$ cat config.mk
export PLATFORM = sky130hd
export DESIGN_NAME = demux_1x4_rr_scheduler_flat
export DESIGN_NICKNAME = d
export VERILOG_FILES = /design/src/rtl/demux_1x4_rr_scheduler_if.sv /design/src/rtl/demux_1x4_rr_scheduler.sv /design/src/flat_wrapper.sv
export SDC_FILE = /design/constraint.sdc
export NUM_CORES = 1
export LEC_CHECK = 0
export ABC_AREA = 1
export CORE_MARGIN = 1
export CORE_UTILIZATION = 52
export CTS_BUF_LIST = sky130_fd_sc_hd__clkbuf_4 sky130_fd_sc_hd__clkbuf_8
export CTS_CLUSTER_SIZE = 20
export DETAILED_ROUTE_END_ITERATION = 16
export PLACE_DENSITY = 0.88
export SLEW_MARGIN = 20
export SYNTH_ARGS = -nofsm -noshare
export SYNTH_HDL_FRONTEND = slang
export SYNTH_SLANG_ARGS = --single-unit
$ cat constraint.sdc
create_clock -name clk -period 3 [get_ports clk]
set_input_delay 0.6 -clock clk [delete_from_list [all_inputs] [get_ports clk]]
set_output_delay 0.6 -clock clk [all_outputs]
set_load 0.1 [all_outputs]
$ cat src/rtl/demux_1x4_rr_scheduler_if.sv
// Handshake bundle between the 1x4 round-robin scheduler and its environment.
// The master side drives the upstream word and downstream readies; the slave side is the scheduler.
interface demux_1x4_rr_scheduler_if #(
    parameter int DATA_W = 8,
    parameter int CNT_W  = 16
);
    logic              en;
    logic [3:0]        chan_en;
    logic              in_valid;
    logic [DATA_W-1:0] in_data;
    logic              in_ready;
    logic              s0;
    logic              s1;
    logic [3:0]        out_valid;
    logic [DATA_W-1:0] out_data;
    logic [3:0]        out_ready;
    logic [CNT_W-1:0]  dlv_count;

    modport master (
        output en, chan_en, in_valid, in_data, out_ready,
        input  in_ready, s0, s1, out_valid, out_data, dlv_count
    );

    modport slave (
        input  en, chan_en, in_valid, in_data, out_ready,
        output in_ready, s0, s1, out_valid, out_data, dlv_count
    );
endinterface

$ cat src/rtl/demux_1x4_rr_scheduler.sv
// Round-robin scheduler for a 1x4 demux: holds one word and steers it to the next
// enabled channel in cyclic order, honouring per-channel ready backpressure.
//
//  state | meaning
//  EMPTY | no word held, out_valid all zero, s1/s0 keep last target
//  HOLD  | word held in out_data, presented on channel sel until that channel is ready
module demux_1x4_rr_scheduler #(
    parameter int DATA_W = 8,
    parameter int CNT_W  = 16
) (
    input  logic                      clk,
    input  logic                      rst,
    demux_1x4_rr_scheduler_if.slave   bus
);
    typedef enum logic {EMPTY = 1'b0, HOLD = 1'b1} state_t;

    state_t            state_q, state_d;
    logic [1:0]        ptr_q, ptr_d;
    logic [1:0]        sel_q, sel_d;
    logic [DATA_W-1:0] data_q, data_d;
    logic [CNT_W-1:0]  cnt_q, cnt_d;

    logic              deliver;
    logic              accept;
    logic              in_ready;
    logic [1:0]        start;
    logic [2:0]        tgt;

    // Returns {found, index} of the first enabled channel at or after start, cyclically.
    function automatic logic [2:0] find_tgt(input logic [1:0] st, input logic [3:0] mask);
        logic [2:0] r;
        logic [1:0] idx;
        r = '0;
        for (int k = 3; k >= 0; k--) begin
            idx = st + 2'(k);
            if (mask[idx]) r = {1'b1, idx};
        end
        return r;
    endfunction

    always_comb begin
        deliver  = (state_q == HOLD) && bus.out_ready[sel_q];
        start    = deliver ? (sel_q + 2'd1) : ptr_q;
        tgt      = find_tgt(start, bus.chan_en);
        in_ready = !rst && bus.en && tgt[2] && ((state_q == EMPTY) || deliver);
        accept   = bus.in_valid && in_ready;
    end

    always_comb begin
        state_d = state_q;
        ptr_d   = ptr_q;
        sel_d   = sel_q;
        data_d  = data_q;
        cnt_d   = cnt_q;
        if (deliver) begin
            ptr_d   = sel_q + 2'd1;
            cnt_d   = cnt_q + CNT_W'(1);
            state_d = EMPTY;
        end
        if (accept) begin
            state_d = HOLD;
            data_d  = bus.in_data;
            sel_d   = tgt[1:0];
        end
    end

    always_ff @(posedge clk or posedge rst) begin
        if (rst) begin
            state_q <= EMPTY;
            ptr_q   <= '0;
            sel_q   <= '0;
            data_q  <= '0;
            cnt_q   <= '0;
        end else begin
            state_q <= state_d;
            ptr_q   <= ptr_d;
            sel_q   <= sel_d;
            data_q  <= data_d;
            cnt_q   <= cnt_d;
        end
    end

    assign bus.in_ready  = in_ready;
    assign bus.out_valid = (state_q == HOLD) ? (4'b0001 << sel_q) : 4'b0000;
    assign bus.out_data  = data_q;
    assign bus.s0        = sel_q[0];
    assign bus.s1        = sel_q[1];
    assign bus.dlv_count = cnt_q;
endmodule

$ cat src/flat_wrapper.sv
// flat-port wrapper written by rule: the top's interface ports become plain ports
module demux_1x4_rr_scheduler_flat 
#(
    parameter int DATA_W = 8,
    parameter int CNT_W  = 16
)
  (clk, rst, bus_en, bus_chan_en, bus_in_valid, bus_in_data, bus_out_ready, bus_in_ready, bus_s0, bus_s1, bus_out_valid, bus_out_data, bus_dlv_count);
  demux_1x4_rr_scheduler_if #(.DATA_W(DATA_W), .CNT_W(CNT_W)) bus_i ();
  input  logic clk;
  input  logic rst;
  input wire logic [$bits(bus_i.en)-1:0] bus_en;
  input wire logic [$bits(bus_i.chan_en)-1:0] bus_chan_en;
  input wire logic [$bits(bus_i.in_valid)-1:0] bus_in_valid;
  input wire logic [$bits(bus_i.in_data)-1:0] bus_in_data;
  input wire logic [$bits(bus_i.out_ready)-1:0] bus_out_ready;
  output wire logic [$bits(bus_i.in_ready)-1:0] bus_in_ready;
  output wire logic [$bits(bus_i.s0)-1:0] bus_s0;
  output wire logic [$bits(bus_i.s1)-1:0] bus_s1;
  output wire logic [$bits(bus_i.out_valid)-1:0] bus_out_valid;
  output wire logic [$bits(bus_i.out_data)-1:0] bus_out_data;
  output wire logic [$bits(bus_i.dlv_count)-1:0] bus_dlv_count;
  assign bus_i.en = bus_en;
  assign bus_i.chan_en = bus_chan_en;
  assign bus_i.in_valid = bus_in_valid;
  assign bus_i.in_data = bus_in_data;
  assign bus_i.out_ready = bus_out_ready;
  assign bus_in_ready = bus_i.in_ready;
  assign bus_s0 = bus_i.s0;
  assign bus_s1 = bus_i.s1;
  assign bus_out_valid = bus_i.out_valid;
  assign bus_out_data = bus_i.out_data;
  assign bus_dlv_count = bus_i.dlv_count;
  demux_1x4_rr_scheduler #(.DATA_W(DATA_W), .CNT_W(CNT_W)) u_core (.clk(clk), .rst(rst), .bus(bus_i));
endmodule
# Word-level counts from Yosys, hierarchy flattened

Index checks and enable logic that the tools add are counted.

Memory bits (writable): 0
Flip-flop bits (word level): 29
ROM bits: 0
Logic and storage cells: 43
Latch bits: 0
Memories: 0

Multipliers: 0
Divide/modulo/power cells: 0
Shifts and indexed selects: 1
Equality and inequality tests: 0
Bitwise logic cells: 1
Add/subtract/negate cells: 5
Reductions and logical operators: 8
Multiplexer cells: 18
$lt $le $gt $ge: 5

Operators with widths:

| kind                  | count |
|---|---|
| $add 16x1->16 const B | 1 |
| $lt 2x3->1 const B    | 5 |
| $mux 3                | 4 |
| $bmux 1 s2            | 5 |
| $mux 1                | 7 |
| $logic_and 1x1->1     | 5 |
| $add 2x1->2 const B   | 2 |
| $add 2x2->2 const B   | 2 |
| $mux 4                | 1 |
| $shl 1x2->4 const A   | 1 |
| $mux 2                | 1 |
| $reduce_bool 2->1     | 1 |
| $logic_not 1->1       | 1 |
| $logic_or 1x1->1      | 1 |
| $not 1->1             | 1 |

# Logic depth before layout (Yosys ltp)

Depth in word-level cells: 15
Gate-level depth with buffers: 14

# Least setup slack after synthesis

No wires, ideal clock.

Path type: register -> register
Start: register u_core.sel_q[1]
End: register u_core.sel_q[1]
Setup time: 0.127 ns
Stages on the path, launching flop included: 12
Arrival time: 2.803 ns
Setup slack: 0.071 ns
Data required time: 2.873 ns
Period minus slack after synthesis: 2.929 ns
Cells stage by stage: dfrtp_1 inv_1 nand3_2 nand2_1 nand2_1 nand4_1 inv_1 nand2_1 inv_2 o21ai_0 inv_1 a21oi_1

Word-level cells in the longest chain between the ends: 14
Elaborated cells on any way between the ends: 24

Ends and longest elaborated chain:

| what                         | RTL line                     | RTL |
|---|---|---|
| start: declaration           | demux_1x4_rr_scheduler.sv:19 | `logic [1:0] sel_q, sel_d;` |
| start signal: assignment     | demux_1x4_rr_scheduler.sv:77 | `sel_q <= sel_d;` |
| $bmux 1 s2                   | demux_1x4_rr_scheduler.sv:42 | `deliver = (state_q == HOLD) && bus.out_ready[sel_q];` |
| $mux 1 (implied by the code) | demux_1x4_rr_scheduler.sv:42 |  |
| $logic_and 1x1->1            | demux_1x4_rr_scheduler.sv:42 |  |
| $mux 2                       | demux_1x4_rr_scheduler.sv:43 | `start = deliver ? (sel_q + 2'd1) : ptr_q;` |
| $add 2x2->2                  | demux_1x4_rr_scheduler.sv:35 | `idx = st + 2'(k);` |
| $bmux 1 s2                   | demux_1x4_rr_scheduler.sv:36 | `if (mask[idx]) r = {1'b1, idx};` |
| $mux 1 (implied by the code) | demux_1x4_rr_scheduler.sv:36 |  |
| $mux 3 (4 in series)         | demux_1x4_rr_scheduler.sv:36 |  |
| $logic_and 1x1->1            | demux_1x4_rr_scheduler.sv:45 | `in_ready = !rst && bus.en && tgt[2] && ((state_q == EMPTY) \|\| deliver);` |
| $logic_and 1x1->1 (*)        | demux_1x4_rr_scheduler.sv:45 |  |
| net bus_in_ready             | flat_wrapper.sv:16           | `output wire logic [$bits(bus_i.in_ready)-1:0] bus_in_ready;` |
| $logic_and 1x1->1 (*)        | demux_1x4_rr_scheduler.sv:46 | `accept = bus.in_valid && in_ready;` |

The timed path passes the listed nets; every way through them passes the cells marked *. The select of a mux whose other input is x is not followed.
A chain may end at the register's enable or synchronous reset.

# Worst setup path in the final report

Start: input bus_out_ready[1]
End: output bus_in_ready

Word-level cells in the longest chain between the ends: 13
Elaborated cells on any way between the ends: 22

Ends and longest elaborated chain:

| what                             | RTL line                     | RTL |
|---|---|---|
| start: declaration               | flat_wrapper.sv:15           | `input wire logic [$bits(bus_i.out_ready)-1:0] bus_out_ready;` |
| $bmux 1 s2 (*)                   | demux_1x4_rr_scheduler.sv:42 |  |
| $mux 1 (implied by the code) (*) | demux_1x4_rr_scheduler.sv:42 |  |
| $logic_and 1x1->1 (*)            | demux_1x4_rr_scheduler.sv:42 |  |
| $mux 2                           | demux_1x4_rr_scheduler.sv:43 |  |
| $add 2x2->2                      | demux_1x4_rr_scheduler.sv:35 |  |
| $bmux 1 s2                       | demux_1x4_rr_scheduler.sv:36 |  |
| $mux 1 (implied by the code)     | demux_1x4_rr_scheduler.sv:36 |  |
| $mux 3 (4 in series)             | demux_1x4_rr_scheduler.sv:36 |  |
| $logic_and 1x1->1                | demux_1x4_rr_scheduler.sv:45 |  |
| $logic_and 1x1->1 (*)            | demux_1x4_rr_scheduler.sv:45 |  |
| end: declaration                 | flat_wrapper.sv:16           |  |

Every way passes the cells marked *; elsewhere a longest branch is shown, timed or not. The select of a mux whose other input is x is not followed.

==> metrics.csv <==
metric,value,unit
wl,3.34,mm
grt_pass1_vias,1362,
hold_buffers,0,
timing.final.crit_period,2400,ps
p_total,2.13,mW
cp_top_family,buffers and inverters,
viasPerCell,5.01,
fin_cells,307,
p_sw_share,58.3,%
hp-start,u_core.bus.dlv_count[15],
first_iter_violations,60,
hold_end,u_core.bus.dlv_count[15],
crit_chain,"clkdlybuf4s50_1, nand2_1, nand3_2, nand2_1, nand2_1, nand4_1, inv_1, buf_12",
vias,1537,
grt_pass1_wl,5.64,mm
dp_cells,299,
grt_start_max_net_pins,30,
clock_skew,6.82,ps
maxCapViolCount,0,
power.leakage,1.19,nW
cts_buffers,5,
cts_resized,0,
cts_root_buffer,clkbuf_4,
synth_area,0.00165,mm²
ir_worst_vdd,0.530,mV
clk_pin_slew_worst_paths,100,ps
drive_gt1_share,23.2,%
holdWs,479,ps
cts_max_path_buffers,2,
io_pins,51,
htreeDepth,2,
ys_seq_elements,29,
routabilityCongestion,0.852,
synth_nets,230,
crit_top_cell,nand2_1,
status,completed,
die_area,0.00340,mm²
drtPass1Iterations,4,
insertion_delay,330,ps
power_frac_comb,62.1,%
fmax,0.416,GHz
synth_warnings,0,
timing.final.crit_share,80.1,%
netlist-cell-type-count,23,
worstPathArrival,1800,ps
floorplan.initialDensity,54.5,%
critPathRequiredTime,2400,ps
syn_inst,205,
hold_viol,0,
antenna_cells,0,
reg2reg_depth,13,
rows,20,
cp_num_buf_inv,3,
drcViolationCount,0,
ys_seq_area_share,44.0,%
seqPwrFrac,27.0,%
rsz0062_at_grt,no,
grt-ovfl-total,0,
finalMaxSlewViolations,0,
min_path_cells,1,
nFillCells,247,
regToRegSetupSlack,1110,ps
cts_tree,done,
r2r_start,u_core.sel_q[0],
dieWidth,58.3,µm
p_clk_share,10.9,%
port_buffers,50,
grt_usage,21.6,%
p_sw,1.24,mW
crit_path_end_kind,output pin,
path_max_fanout,6,
power_per_cell_area,969,mW/mm²
setup_violations,0,
core,0.00303,mm²
area_growth,33.4,%
tightest_slew,364,ps
worst_path_largest_cell_delay,450,ps
postCtsSetupRepairBufs,0,
antenna_found_initial,0,
start_kind,input pin,
wire_per_inst,10.9,µm
slowest_stage,clkdlybuf4s50_1,
r2r-end,u_core.sel_q[1],
clock_sinks,29,
critPathKind,input pin to output pin,
nets,287,
die_h,58.3,µm
power.internal,0.890,mW
ant_nets,0,
hp-class,register to register,
dpl.hpwl,2.49,mm
syn_avg_cell_area,8.05,µm²
timing.setup.tns,0,ps
maxSlewHeadroom,75.7,%
## worst max path at each step
| stage | cells after the start | from | slack, ps | endpoint |
|---|---|---|---|---|
| 2_1_floorplan | 11 | u_core.sel_q[1] | 70 | u_core.sel_q[1] |
| 3_3_place_gp | 8 | bus_out_ready[3] | 610 | bus_in_ready |
| 3_5_place_dp | 8 | bus_out_ready[1] | 610 | bus_in_ready |
| 4_1_cts | 8 | bus_out_ready[1] | 600 | bus_in_ready |
| 5_1_grt | 8 | bus_out_ready[3] | 510 | bus_in_ready |
| 6_report | 8 | bus_out_ready[1] | 600 | bus_in_ready |
## logic make-up (layout without fill, tap and decap cells)
logic type	after synthesis	in the layout	synth area share, %
AND/OR/NAND/NOR	125	125	37.2
flip-flops	29	29	44.0
buffers and inverters	28	86	6.52
XOR/XNOR	12	12	6.37
AO/OA/AOI/OAI	6	6	2.12
adder cells (fa/ha/maj)	5	5	3.79
## sequential cells by signal, summed over array words and instances (netlist names)
name,count
u_core.bus.dlv_count,16
u_core.bus.out_data,8
u_core.ptr_q,2
u_core.sel_q,2
u_core.state_q,1
## per-stage QoR
stage | setup slack, ps | utilization [%] | cell area, µm²
3_5_place_dp | 608 | 70.9 | 2150
3_3_place_gp | 614 | 70.9 | 2150
2_1_floorplan | 70.7 | - | 1650
4_1_cts | 597 | 72.7 | 2200
5_1_grt | 505 | 72.7 | 2200
6_report | 597 | 72.7 | 2200
## power by group through the flow
stage | Clock, mW | Combinational, mW | Sequential (mW)
2_1_floorplan | 0 | 0.564 | 1.07
6_report | 0.232 | 1.33 | 0.575
4_1_cts | 0.235 | 1.33 | 0.575
3_5_place_dp | 0 | 1.33 | 0.582
3_3_place_gp | 0 | 1.31 | 0.580
5_1_grt | 0.250 | 1.43 | 0.588
## area by class of cell
class	count	area, µm²	area share, %
Multi-Input combinational cell	148	817	37.1
Sequential cell	29	726	33.0
Timing Repair Buffer	52	450	20.5
Inverter	26	97.6	4.43
Tap cell	44	55.1	2.50
Clock buffer	5	37.5	1.71
Clock inverter	3	17.5	0.796
## cells in the final DEF, fill, tap and decap left out, drive strengths merged
cell,instances
ha,5
o21a,1
nor4,2
nor3,4
nor2,9
clkbuf,5
a21oi,2
o211ai,1
clkinv,2
nand3,16
clkdlybuf4s50,19
inv,26
xor2,6
o21ai,2
dfrtp,29
nand4,9
buf,33
clkinvlp,1
xnor2,6
nand2,85
## cell usage after synthesis, drive strengths merged
master / count / area, µm²
dfrtp: 29 / 726
o21ai: 2 / 10.0
nand3: 16 / 113
nor4: 2 / 27.5
nand4: 9 / 56.3
xnor2: 6 / 52.6
buf: 2 / 10.0
a21oi: 2 / 10.0
ha: 5 / 62.6
nor2: 9 / 41.3
nand2: 85 / 357
nor3: 4 / 20.0
xor2: 6 / 52.6
inv: 26 / 97.6
o21a: 1 / 7.51
o211ai: 1 / 7.51
## layer usage
metal / up-vias / wire (µm) / track usage, %
met5: - / 0 / 0
met2: 46 / 1700 / 36.9
li1: 764 / - / -
met1: 723 / 1430 / 26.9
met3: 4 / 167 / 4.18
met4: 0 / 32 / 9.18
No activity file was read; power rests on OpenSTA's default activity.
